===== src/rtl/lfsr_beacon_pkg.sv =====
// Shared LFSR constants and step function for the beacon transmit
// and receive-side polynomial finder.
package lfsr_beacon_pkg;

  localparam int LFSR_W     = 17;
  localparam int BIT_PERIOD = 16;

  localparam logic [LFSR_W-1:0] POLY_A = 17'h1D258;
  localparam logic [LFSR_W-1:0] POLY_B = 17'h17E04;

  typedef enum logic [1:0] {
    ST_IDLE,
    ST_SEND,
    ST_FINISH
  } tx_state_e;

  // Fibonacci step: shift left, feedback is parity of tapped bits.
  function automatic logic [LFSR_W-1:0] lfsr_next(
    input logic [LFSR_W-1:0] state,
    input logic [LFSR_W-1:0] poly
  );
    return {state[LFSR_W-2:0], ^(state & poly)};
  endfunction

endpackage


===== src/rtl/bmc_encoder.sv =====
// Biphase-mark encoder: phase counter with a boundary toggle on
// every bit and a mid-bit toggle for ones.
module bmc_encoder #(
  parameter int BIT_PERIOD = 16
) (
  input  logic clk,
  input  logic rst_n,
  input  logic bit_i,
  input  logic bit_valid_i,
  input  logic clear_i,
  output logic tx_out_o,
  output logic bit_end_o
);

  localparam int PW = $clog2(BIT_PERIOD);
  localparam logic [PW-1:0] PH_MID  = PW'(BIT_PERIOD / 2);
  localparam logic [PW-1:0] PH_LAST = PW'(BIT_PERIOD - 1);

  logic [PW-1:0] phase_q, phase_d;
  logic          tx_q, tx_d;

  always_ff @(posedge clk or negedge rst_n) begin
    if (!rst_n) begin
      phase_q <= '0;
      tx_q    <= 1'b0;
    end else begin
      phase_q <= phase_d;
      tx_q    <= tx_d;
    end
  end

  always_comb begin
    phase_d = phase_q;
    tx_d    = tx_q;
    if (clear_i) begin
      phase_d = '0;
      tx_d    = 1'b0;
    end else if (bit_valid_i) begin
      phase_d = (phase_q == PH_LAST) ? '0 : phase_q + 1'b1;
      if (phase_q == '0)
        tx_d = ~tx_q;
      else if (phase_q == PH_MID && bit_i)
        tx_d = ~tx_q;
    end
  end

  assign tx_out_o  = tx_q;
  assign bit_end_o = bit_valid_i && (phase_q == PH_LAST);

endmodule


===== src/rtl/lfsr_beacon_tx.sv =====
// LFSR sweep beacon transmitter: seeds an LFSR and sends its
// output bit stream BMC-encoded, one bit per BIT_PERIOD clocks.
module lfsr_beacon_tx
  import lfsr_beacon_pkg::*;
#(
  parameter int          BIT_PERIOD = lfsr_beacon_pkg::BIT_PERIOD,
  parameter logic [16:0] POLY_A     = lfsr_beacon_pkg::POLY_A,
  parameter logic [16:0] POLY_B     = lfsr_beacon_pkg::POLY_B
) (
  input  logic        clk_96MHz,
  input  logic        rst_n,
  input  logic        start,
  input  logic        abort,
  input  logic        poly_sel,
  input  logic [16:0] start_data,
  input  logic [16:0] burst_length,
  output logic        tx_out,
  output logic        tx_active,
  output logic        bit_strobe,
  output logic [16:0] value,
  output logic [16:0] iteration_number,
  output logic        done
);

  tx_state_e   state_q, state_d;
  logic [16:0] lfsr_q, lfsr_d;
  logic [16:0] iter_q, iter_d;
  logic [16:0] len_q, len_d;
  logic [16:0] poly_q, poly_d;

  logic send_act;
  logic enc_tx;
  logic bit_end;
  logic last_bit;
  logic accept;

  assign send_act = (state_q == ST_SEND) && !abort;
  assign accept   = (state_q == ST_IDLE) && start && !abort;
  assign last_bit = bit_end &&
                    (({1'b0, iter_q} + 18'd1) == {1'b0, len_q});

  bmc_encoder #(
    .BIT_PERIOD(BIT_PERIOD)
  ) u_enc (
    .clk        (clk_96MHz),
    .rst_n      (rst_n),
    .bit_i      (lfsr_q[16]),
    .bit_valid_i(send_act),
    .clear_i    (!send_act),
    .tx_out_o   (enc_tx),
    .bit_end_o  (bit_end)
  );

  always_ff @(posedge clk_96MHz or negedge rst_n) begin
    if (!rst_n) begin
      state_q <= ST_IDLE;
      lfsr_q  <= '0;
      iter_q  <= '0;
      len_q   <= '0;
      poly_q  <= '0;
    end else begin
      state_q <= state_d;
      lfsr_q  <= lfsr_d;
      iter_q  <= iter_d;
      len_q   <= len_d;
      poly_q  <= poly_d;
    end
  end

  always_comb begin
    state_d = state_q;
    if (abort) begin
      state_d = ST_IDLE;
    end else begin
      unique case (state_q)
        ST_IDLE:
          if (start)
            state_d = (burst_length == '0) ? ST_FINISH : ST_SEND;
        ST_SEND:
          if (last_bit)
            state_d = ST_FINISH;
        ST_FINISH:
          state_d = ST_IDLE;
        default:
          state_d = ST_IDLE;
      endcase
    end
  end

  always_comb begin
    lfsr_d = lfsr_q;
    iter_d = iter_q;
    len_d  = len_q;
    poly_d = poly_q;
    if (accept) begin
      lfsr_d = start_data;
      iter_d = '0;
      len_d  = burst_length;
      poly_d = poly_sel ? POLY_B : POLY_A;
    end else if (bit_end) begin
      lfsr_d = lfsr_next(lfsr_q, poly_q);
      iter_d = iter_q + 17'd1;
    end
  end

  always_comb begin
    tx_active        = (state_q == ST_SEND);
    tx_out           = enc_tx && (state_q == ST_SEND);
    bit_strobe       = bit_end;
    done             = (state_q == ST_FINISH) && !abort;
    value            = lfsr_q;
    iteration_number = iter_q;
  end

endmodule


===== config.mk =====
export PLATFORM = sky130hd
export DESIGN_NAME = lfsr_beacon_tx
export DESIGN_NICKNAME = d
export VERILOG_FILES = /design/src/rtl/lfsr_beacon_pkg.sv /design/src/rtl/bmc_encoder.sv /design/src/rtl/lfsr_beacon_tx.sv
export SDC_FILE = /design/constraint.sdc
export NUM_CORES = 1
export LEC_CHECK = 0
export ABC_AREA = 1
export ABC_CLOCK_PERIOD_IN_PS = 1800
export CAP_MARGIN = 40
export CORE_ASPECT_RATIO = 1.1
export CORE_MARGIN = 4
export CORE_UTILIZATION = 45
export DETAILED_ROUTE_END_ITERATION = 12
export DONT_BUFFER_PORTS = 1
export PLACE_DENSITY = 0.59
export RECOVER_POWER = 50
export SLEW_MARGIN = 25
export SYNTH_ARGS = -nofsm -noshare
export SYNTH_HDL_FRONTEND = slang
export SYNTH_HIERARCHICAL = 1
export SYNTH_SLANG_ARGS = --single-unit

===== constraint.sdc =====
create_clock -name clk_96MHz -period 1.8 [get_ports clk_96MHz]
set_input_delay 0.09 -clock clk_96MHz [delete_from_list [all_inputs] [get_ports clk_96MHz]]
set_output_delay 0.09 -clock clk_96MHz [all_outputs]
set_load 0.01 [all_outputs]

Word level (Yosys, flattened, before mapping). Index checks and enable logic that the tools add are counted.

Register bits after elaboration: 75. Input bits: 39. Logic and storage cells: 50.

$add $sub $neg: 3. Equality and inequality tests: 8. Mux-type cells: 15. Bitwise logic cells: 2. Reduce and logical (&&, ||, !) cells: 15.

Operators by type and width (number): two-way mux 17 bit (4); adder 17 x 1 -> 18 bit, second input constant (1); == test 18 x 17 -> 1 bit (1); adder 17 x 1 -> 17 bit, second input constant (1); bitwise AND 17 bit (1); logical NOT 17 bit (1); parity 17 bit (1); two-way mux 16 bit (1); == test 4 bit, second input constant (2); logical AND 1 bit (8); two-way mux 2 bit (4); two-way mux 4 bit (2); != test 3 bit, second input constant (2); adder 4 x 1 -> 4 bit, second input constant (1); logical NOT 4 bit (1); case mux 2 bit (2 select lines) (1); two-way mux 1 bit (3); != test 3 x 2 -> 1 bit, second input constant (1); == test 2 x 1 -> 1 bit, second input constant (1); == test 2 bit, second input constant (1); logical NOT 2 bit (1); AND reduction 2 bit (1); nonzero test 2 bit (1); logical NOT 1 bit (1); NOT 1 bit (1).

Longest topological paths before layout. Gate-level depths: netlist of run 1.

Word-level depth: 7. Depth in mapped cells: 17. Gate-level depth less buffers: 17.

Cells and area by module. The synthesis of run 1 kept the hierarchy.

By module, submodules not included: lfsr_beacon_tx (instances 1, cells an instance 429, area an instance 3164.3 um^2, seq. area each 1401.3 um^2); bmc_encoder (instances 1, cells an instance 40, area an instance 289.0 um^2, seq. area each 125.1 um^2).

Worst setup path before layout of run 1. No wires, ideal clock.

Path type: register to register. Start: reg state_q[1]. End: reg state_q[1]. Setup time: 0.069 ns. Arrival: 2.072 ns. Data required time: 1.731 ns. Setup slack: -0.341 ns. Stages on the path, launching flop included: 18. Buffers on the path: 0. Period minus slack after synthesis: 2.141 ns. Cell sequence: dfrtp_1 -> nor2_1 -> inv_1 -> nor2_1 -> nand2_1 -> nor3_1 -> inv_1 -> nor2_1 -> nand3_1 -> nor2_1 -> nand3_1 -> nor2_1 -> nand3_1 -> nor2_1 -> nand2_1 -> nand2_1 -> nand2_1 -> nor2_2.

Longest elaborated chain between the ends: 6.

RTL lines: start: declaration (RTL line lfsr_beacon_tx.sv:25) `tx_state_e state_q, state_d;`; start signal: assignment (RTL line lfsr_beacon_tx.sv:62) `state_q <= state_d;`; == test 2 x 1 -> 1 bit (RTL line lfsr_beacon_tx.sv:37) `assign send_act = (state_q == ST_SEND) && !abort;`; logical AND 1 bit (RTL line lfsr_beacon_tx.sv:37); net send_act (RTL line lfsr_beacon_tx.sv:31) `logic send_act;`; logical AND 1 bit (RTL line bmc_encoder.sv:48) `assign bit_end_o = bit_valid_i && (phase_q == PH_LAST);`; net bit_strobe (RTL line lfsr_beacon_tx.sv:19) `output logic bit_strobe,`; logical AND 1 bit (RTL line lfsr_beacon_tx.sv:39) `assign last_bit = bit_end &&`; != test 3 x 2 -> 1 bit (no line); AND reduction 2 bit (no line).

The timed path passes the listed nets, and every way through them passes these cells. A chain may end at the register's enable or synchronous reset.

Final worst setup path of run 1.
Start: reg state_q[1]. End: reg state_q[1].

Longest elaborated chain between the ends: 6.

RTL lines (RTL line): == test 2 x 1 -> 1 bit (lfsr_beacon_tx.sv:37); logical AND 1 bit (lfsr_beacon_tx.sv:37); net send_act (lfsr_beacon_tx.sv:31); logical AND 1 bit (bmc_encoder.sv:48); logical AND 1 bit (lfsr_beacon_tx.sv:39); != test 3 x 2 -> 1 bit (no line); AND reduction 2 bit (no line).

The timed path passes the listed nets, and every way through them passes these cells.

==> flow_summary.json, run 1 <==
{
  "clkPwrFrac": 0.288,
  "worstPathArrival_ps": 2150,
  "final_nets": 597,
  "cts.sinks": 61,
  "grt_pass1_vias": 3466,
  "dpl.cell_count": 607,
  "placed_area_um2": 3928,
  "crit_slowest_cell": "dfrtp_1",
  "clockBufferDepth": 2,
  "yosysMostFrequentCell": "nand2_1",
  "synth_common_cells": "155 x nand2_1, 63 x inv_1, 61 x dfrtp_1, 35 x nand3_1, 35 x nor2_1",
  "synth-seq-cells": 61,
  "rsz0062_at_grt": "true",
  "period_minus_slack_ps": 1879,
  "p_leak_nw": 2.185,
  "grt_overflow": 0,
  "yosysWarnings": 6,
  "synth_edf_count": 0,
  "layout.cells.non_filler": 665,
  "synthArstFlopShare": 1.000,
  "combPwrFrac": 0.293,
  "avgRoutedWirePerCell_um": 13.91,
  "io-pin-count": 77,
  "die-area_um2": 9141,
  "grt_pass1_wl_um": 15910,
  "synth_area_leaders": "dfrtp_1 44%, nand2_1 17%, inv_1 6.8%",
  "path_cells": "nor2_2, inv_2, nor2_4, nand2_2, nor3_4, inv_1, nor2_1, nand3_1, nor2_1, nand3_1, nor2_1, nand3_1, nor2_1, nand2_1, nand2_1, nand2_1, nor2_2",
  "area_growth_pct": 32.86,
  "synth_cell_type_count": 33,
  "synth_cells": 469,
  "status": "finished with violations",
  "wl_um": 9249,
  "yosysSeqAreaShare": 0.4420,
  "grt_max_degree": 62,
  "avgViaCountPerCell": 5.017,
  "place_congestion": 0.8280,
  "h-tree-depth": 3,
  "drive_above_1_share": 0.1571,
  "violations": "negative setup slack",
  "setup_ws_ps": -79.02,
  "ir_drop_uv": 939.7,
  "drv_slew": 0,
  "final_antenna_net_count": 0,
  "die_w_um": 91.53,
  "firstDrtPassIters": 4,
  "drtIter0Drc": 171,
  "clkLatencyLatePin_ps": 340,
  "worstSetupEndpointType": "flop",
  "critPathMaxFanout": 2,
  "fin_worst_skew_ps": 10.38,
  "max_stage_delay_ps": 390,
  "hold_viol": 0,
  "root_buffer": "clkbuf_8",
  "io_buffers": 0,
  "p_seq_frac": 0.419,
  "crit_type": "flop to flop",
  "drv_cap": 0,
  "synthFlopType": "dfrtp_1",
  "track_usage": 0.2190,
  "required_ps": 2070,
  "synth_area_um2": 3453,
  "avgSynthCellArea_um2": 7.363,
  "p_sw_mw": 1.859,
  "yosys.area.top_type_share": 0.4420,
  "power_switching_share": 0.3536,
  "core_um2": 7473,
  "cp_top_family": "simple AND/OR/NAND/NOR gates",
  "crit_path_start_kind": "flop",
  "max_freq_mhz": 532.2,
  "num_vias": 3336,
  "intPower_mw": 3.398,
  "synth_nets": 511,
  "timing.final.crit_share": 1.044,
  "relSlewSlack": 0.09035,
  "critPathBufInv": 2,
  "critPathMostFrequentCell": "nor2_1",
  "power_density_nw_per_um2": 1146,
  "start_util": 0.4621,
  "tightest_slew_ps": 1364,
  "stdcell_area_um2": 4588,
  "drc_errors": 0,
  "cts_tree": "done",
  "cts-buffers-inserted": 9,
  "synth_largest_area_cell": "dfrtp_1",
  "antenna_cells": 0,
  "die_h_um": 99.88,
  "dp_hpwl_um": 6675,
  "clk_pin_slew_worst_paths_ps": 70,
  "antenna_found_initial": 0,
  "placementRows": 33,
  "hp-class": "primary input to flop",
  "finalSetupViolCount": 2
}
==> power by group through the flow <==
stage | sequential, mW | clock, mW | combinational [mW]
final | 2.20 | 1.51 | 1.54
after global routing | 2.27 | 1.61 | 1.77
after CTS | 2.21 | 1.55 | 1.55
after detailed placement | 2.23 | 0 | 1.42
after global placement | 2.23 | 0 | 1.40
after floorplan | 2.13 | 0 | 1.13
==> state kept, by name, summed over array words and instances (netlist names) <==
name / count
iteration_number: 17
len_q: 17
poly_q: 3
state_q: 2
u_enc/phase_q: 4
u_enc/tx_out_o: 1
value: 17
==> final cells by class <==
cell class              count  area (um^2)
repair buffers             85        768.2
inverters                  68        255.2
clock inverters             7        123.9
multi-input cells         330         1659
well taps                 105        131.4
clock buffers               9        123.9
flip-flops and latches     61         1526
fillers                   674         2885
==> per-layer routing <==
layer / GRT usage / share of wire / vias to the layer above
met5: 0 / 0 / -
met3: 0.05397 / 0.062 / 22
met2: 0.3749 / 0.50 / 97
met4: 0.1195 / 0.032 / 0
li1: - / - / 1681
met1: 0.2517 / 0.40 / 1536
==> worst register-to-register path: cells and delay by family, from the launching register on <==
kind                   cells  cell delay [ps]
flip-flops                 1              390
buffers and inverters      2              130
AND/OR/NAND/NOR           15             1300
==> cells by family (layout without fill, tap and decap cells) <==
family                   after synthesis  in the layout  synth area share
AND/OR/NAND/NOR                      257            257            0.3228
adder cells (fa/ha/maj)                3              3           0.01087
AO/OA/AOI/OAI                         57             57            0.1007
XOR/XNOR                              13             13           0.03696
buffers and inverters                 78            169           0.08660
flip-flops                            61             61            0.4420
==> placed cells by master (no fill, tap or decap), types with 2 or more instances in the layout <==
cell           Yosys  final
a21oi_1            3      3
o22ai_1           11     11
o211ai_1           4      4
nand3b_1           2      2
nor2_4             3      5
nand3_2            2      2
xnor2_1            5      5
clkbuf_8           0      9
dfrtp_1           61     61
nand2_1          155    153
xor2_1             7      7
nor2_1            35     33
nor4_1             2      2
nor3_1             3      2
o221ai_1           8      8
nand4_1            8      8
nor2_2             4      4
inv_2              2      4
buf_12             0      3
nand2_2            4      6
ha_1               3      3
dlygate4sd3_1      0     38
nand3_1           35     35
clkinv_4           0      3
inv_1             63     61
buf_4              0     43
clkinv_1           3      3
o21ai_0           27     27
bufinv_16          0      3
or2_2              2      2
==> final timing paths <==
kind,from,end,slack (ps),depth (start not counted)
min in group asynchronous,rst_n,len_q[3]$_DFFE_PN0P_,640,2
max in group asynchronous,rst_n,u_enc/tx_out_o$_DFFE_PN0P_,340,2
max reg2reg,state_q[1]$_DFFE_PN0P_,state_q[1]$_DFFE_PN0P_,-80,17
max,state_q[1]$_DFFE_PN0P_,state_q[1]$_DFFE_PN0P_,-80,17
min reg2reg,len_q[2]$_DFFE_PN0P_,len_q[2]$_DFFE_PN0P_,500,2
min,burst_length[16],state_q[1]$_DFFE_PN0P_,60,3
==> through the flow <==
step	hold WS, ps	setup WS [ps]	power, mW	setup TNS (ps)	utilization
after CTS	48.59	-91.60	5.313	-159.6	0.6153
final	60.91	-79.02	5.257	-136.0	0.6139
after floorplan	-205.6	-90.14	3.261	-173.6	-
after global routing	79.33	-343.4	5.657	-640.5	0.6139
after detailed placement	-202.7	-136.6	3.655	-255.7	0.5255
after global placement	-202.7	-85.25	3.629	-154.2	0.5255
==> repair_timing <==
item	in CTS	in global routing
endpoints found under the hold margin	99	0
setup buffers	2	1
resized for setup	0	4
pin swaps	4	4
endpoints found under the setup margin	2	27
hold buffers	39	0
Note: power is estimated with default switching activity, not from simulation.
==> run 2: changes to the inputs <==
--- a/config.mk
+++ b/config.mk
@@ -5,7 +5,6 @@
 export SDC_FILE = /design/constraint.sdc
 export NUM_CORES = 1
 export LEC_CHECK = 0
-export ABC_AREA = 1
 export ABC_CLOCK_PERIOD_IN_PS = 1800
 export CAP_MARGIN = 40
 export CORE_ASPECT_RATIO = 1.1
@@ -15,6 +14,7 @@
 export DONT_BUFFER_PORTS = 1
 export PLACE_DENSITY = 0.59
 export RECOVER_POWER = 50
+export SETUP_SLACK_MARGIN = 0.02
 export SLEW_MARGIN = 25
 export SYNTH_ARGS = -nofsm -noshare
 export SYNTH_HDL_FRONTEND = slang
==> flow_summary.json, run 2 <==
{
  "status": "finished with violations",
  "violations": "negative setup slack",
  "antenna_cells": 0,
  "ir_drop_uv": 567.9,
  "avgSynthCellArea_um2": 9.908,
  "tightest_slew_ps": 1379,
  "synthArstFlopShare": 1.000,
  "synth_area_leaders": "dfrtp_1 45%, xnor2_1 5.9%, xor2_1 5.4%",
  "final_common_cell": "buf_4",
  "p_total_mw": 3.829,
  "yosys.area.top_type_share": 0.4466,
  "drive_above_1_share": 0.3197,
  "grt_pass1_wl_um": 15660,
  "placementRows": 33,
  "crit_type": "flop to flop",
  "fillCellCount": 590,
  "die-area_um2": 9056,
  "relSlewSlack": 0.08070,
  "post-route-util": 0.6535,
  "firstDrtPassIters": 4,
  "drv_cap": 0,
  "core_um2": 7432,
  "yosysMostFrequentCell": "dfrtp_1",
  "final_antenna_net_count": 0,
  "root_buffer": "clkbuf_8",
  "synthFlopType": "dfrtp_1",
  "yosysSeqAreaShare": 0.4466,
  "die_h_um": 99.41,
  "max_freq_mhz": 478.2,
  "hold_viol": 0,
  "critPathMaxFanout": 5,
  "die_w_um": 91.10,
  "drv_slew": 0,
  "p_leak_nw": 2.075,
  "synth_edf_count": 0,
  "synth-seq-cells": 61,
  "grt_overflow": 0,
  "synth_cell_type_count": 52,
  "period_minus_slack_ps": 2091,
  "cts-buffers-inserted": 9,
  "h-tree-depth": 3,
  "io_buffers": 0,
  "track_usage": 0.2194,
  "clkLatencyLatePin_ps": 350,
  "drtIter0Drc": 171,
  "setup_ws_ps": -291.2,
  "io-pin-count": 77,
  "hold-worst-slack_ps": 55.94,
  "final_cell_mix": "73 x buf_4, 61 x dfrtp_1, 36 x dlygate4sd3_1, 35 x nand2_1, 26 x o21ai_0",
  "antenna_found_initial": 0,
  "placed_area_um2": 3998,
  "required_ps": 2090,
  "dp_hpwl_um": 6462,
  "start_util": 0.4599,
  "final_nets": 503,
  "grt_max_degree": 62,
  "wl_um": 9837,
  "cts_tree": "done",
  "worstPathArrival_ps": 2390,
  "clk_pin_slew_worst_paths_ps": 70,
  "fin_worst_skew_ps": 7.797,
  "drc_errors": 0,
  "synth_common_cells": "61 x dfrtp_1, 36 x nand2_1, 26 x nor2_1, 26 x o21ai_0, 23 x xnor2_1",
  "crit_path_start_kind": "flop",
  "clockBufferDepth": 2,
  "finalSetupViolCount": 12,
  "synth_largest_area_cell": "dfrtp_1",
  "timing.final.crit_share": 1.162,
  "stdcell_area_um2": 4857,
  "cts.sinks": 61,
  "synth_cells": 345,
  "place_congestion": 0.9525,
  "worstSetupEndpointType": "flop",
  "num_vias": 3047,
  "area_growth_pct": 42.09,
  "hp-class": "primary input to flop",
  "yosysWarnings": 6,
  "rsz0062_at_grt": "true",
  "avgViaCountPerCell": 5.510,
  "avgRoutedWirePerCell_um": 17.79,
  "synth_area_um2": 3418,
  "power_density_nw_per_um2": 788.4,
  "grt_pass1_vias": 3165,
  "synth_nets": 387
}
==> run 2: cell types whose count changed after synthesis, sizes merged, moves of 14 or more <==
cell / change
xnor2: +18
inv: -57
nor2: -16
nand3: -28
nand2: -124
mux2i: +18
xor2: +14
mux2: +16
==> run 2: path summary, 6_finish.rpt <==
kind,depth (start not counted),start,endpoint,slack [ps]
setup / recovery,8,iteration_number[1]$_DFFE_PN0P_,state_q[1]$_DFFE_PN0P_,-290
hold / removal,3,burst_length[14],state_q[0]$_DFFE_PN0P_,60
setup reg to reg,8,iteration_number[1]$_DFFE_PN0P_,state_q[1]$_DFFE_PN0P_,-290
hold reg to reg,1,poly_q[14]$_DFFE_PN0P_,poly_q[14]$_DFFE_PN0P_,500
max in group asynchronous,2,rst_n,len_q[2]$_DFFE_PN0P_,310
min in group asynchronous,2,rst_n,value[11]$_DFFE_PN0P_,680
==> run 2: what timing repair did <==
action / CTS / global route
pin swaps: 14 / 8
hold endpoints to repair: 97 / 0
setup buffers: 13 / 7
hold buffers: 37 / 0
cloned: 0 / 1
resized for setup: 19 / 14
endpoints found under the setup margin: 9 / 38
==> run 2: logic make-up after synthesis <==
logic type                 count (synthesis)  synth area share
muxes                                     34            0.1054
adders and majority gates                  3           0.01098
buffers and inverters                     28           0.03843
DFF                                       61            0.4466
AOI/OAI and AO/OA                         54           0.09847
and+or+nand+nor                          121            0.1874
xor gates and xnor gates                  44            0.1127
==> run 2: cell type report <==
cell class	count	area (um^2)	area share
timing repair buffer	125	1126	0.2318
clock inverter	6	70.07	0.01443
inverter	8	32.53	0.006698
clock buffer	10	137.6	0.02834
sequential	61	1526	0.3143
multi-input combinational	256	1856	0.3820
tap	87	108.9	0.02241
==> run 2: where the power goes <==
part / internal [mW] / switching [mW] / total, mW
registers: 1.54 / 0.210 / 1.75
logic: 0.438 / 0.347 / 0.786
clock network: 0.686 / 0.610 / 1.30
==> run 2: worst max-delay path, cell delays in order (launching register included) <==
cell       delay (ps)
dfrtp_1           390
ha_2              240
and4_4            250
a41oi_2           130
nor4_4            320
o2111ai_1         170
nor4_2            250
buf_4             170
a22o_1            120
==> run 2: metal layers <==
layer,track usage,vias up,wire length (um)
met5,0,-,0
met4,0.07889,0,192
met3,0.05976,20,623
met2,0.3918,99,4989
met1,0.2519,1475,4032
li1,-,1453,-
==> run 2: metrics by stage <==
step / setup WS, ps / std cells / setup TNS, ps
after floorplan: -567.7 / 345 / -3316
after global placement: -222.2 / 482 / -875.6
after detailed placement: -314.7 / 482 / -1321
after CTS: -295.8 / 547 / -1435
after global routing: -455.8 / 553 / -4105
final: -291.2 / 553 / -1783
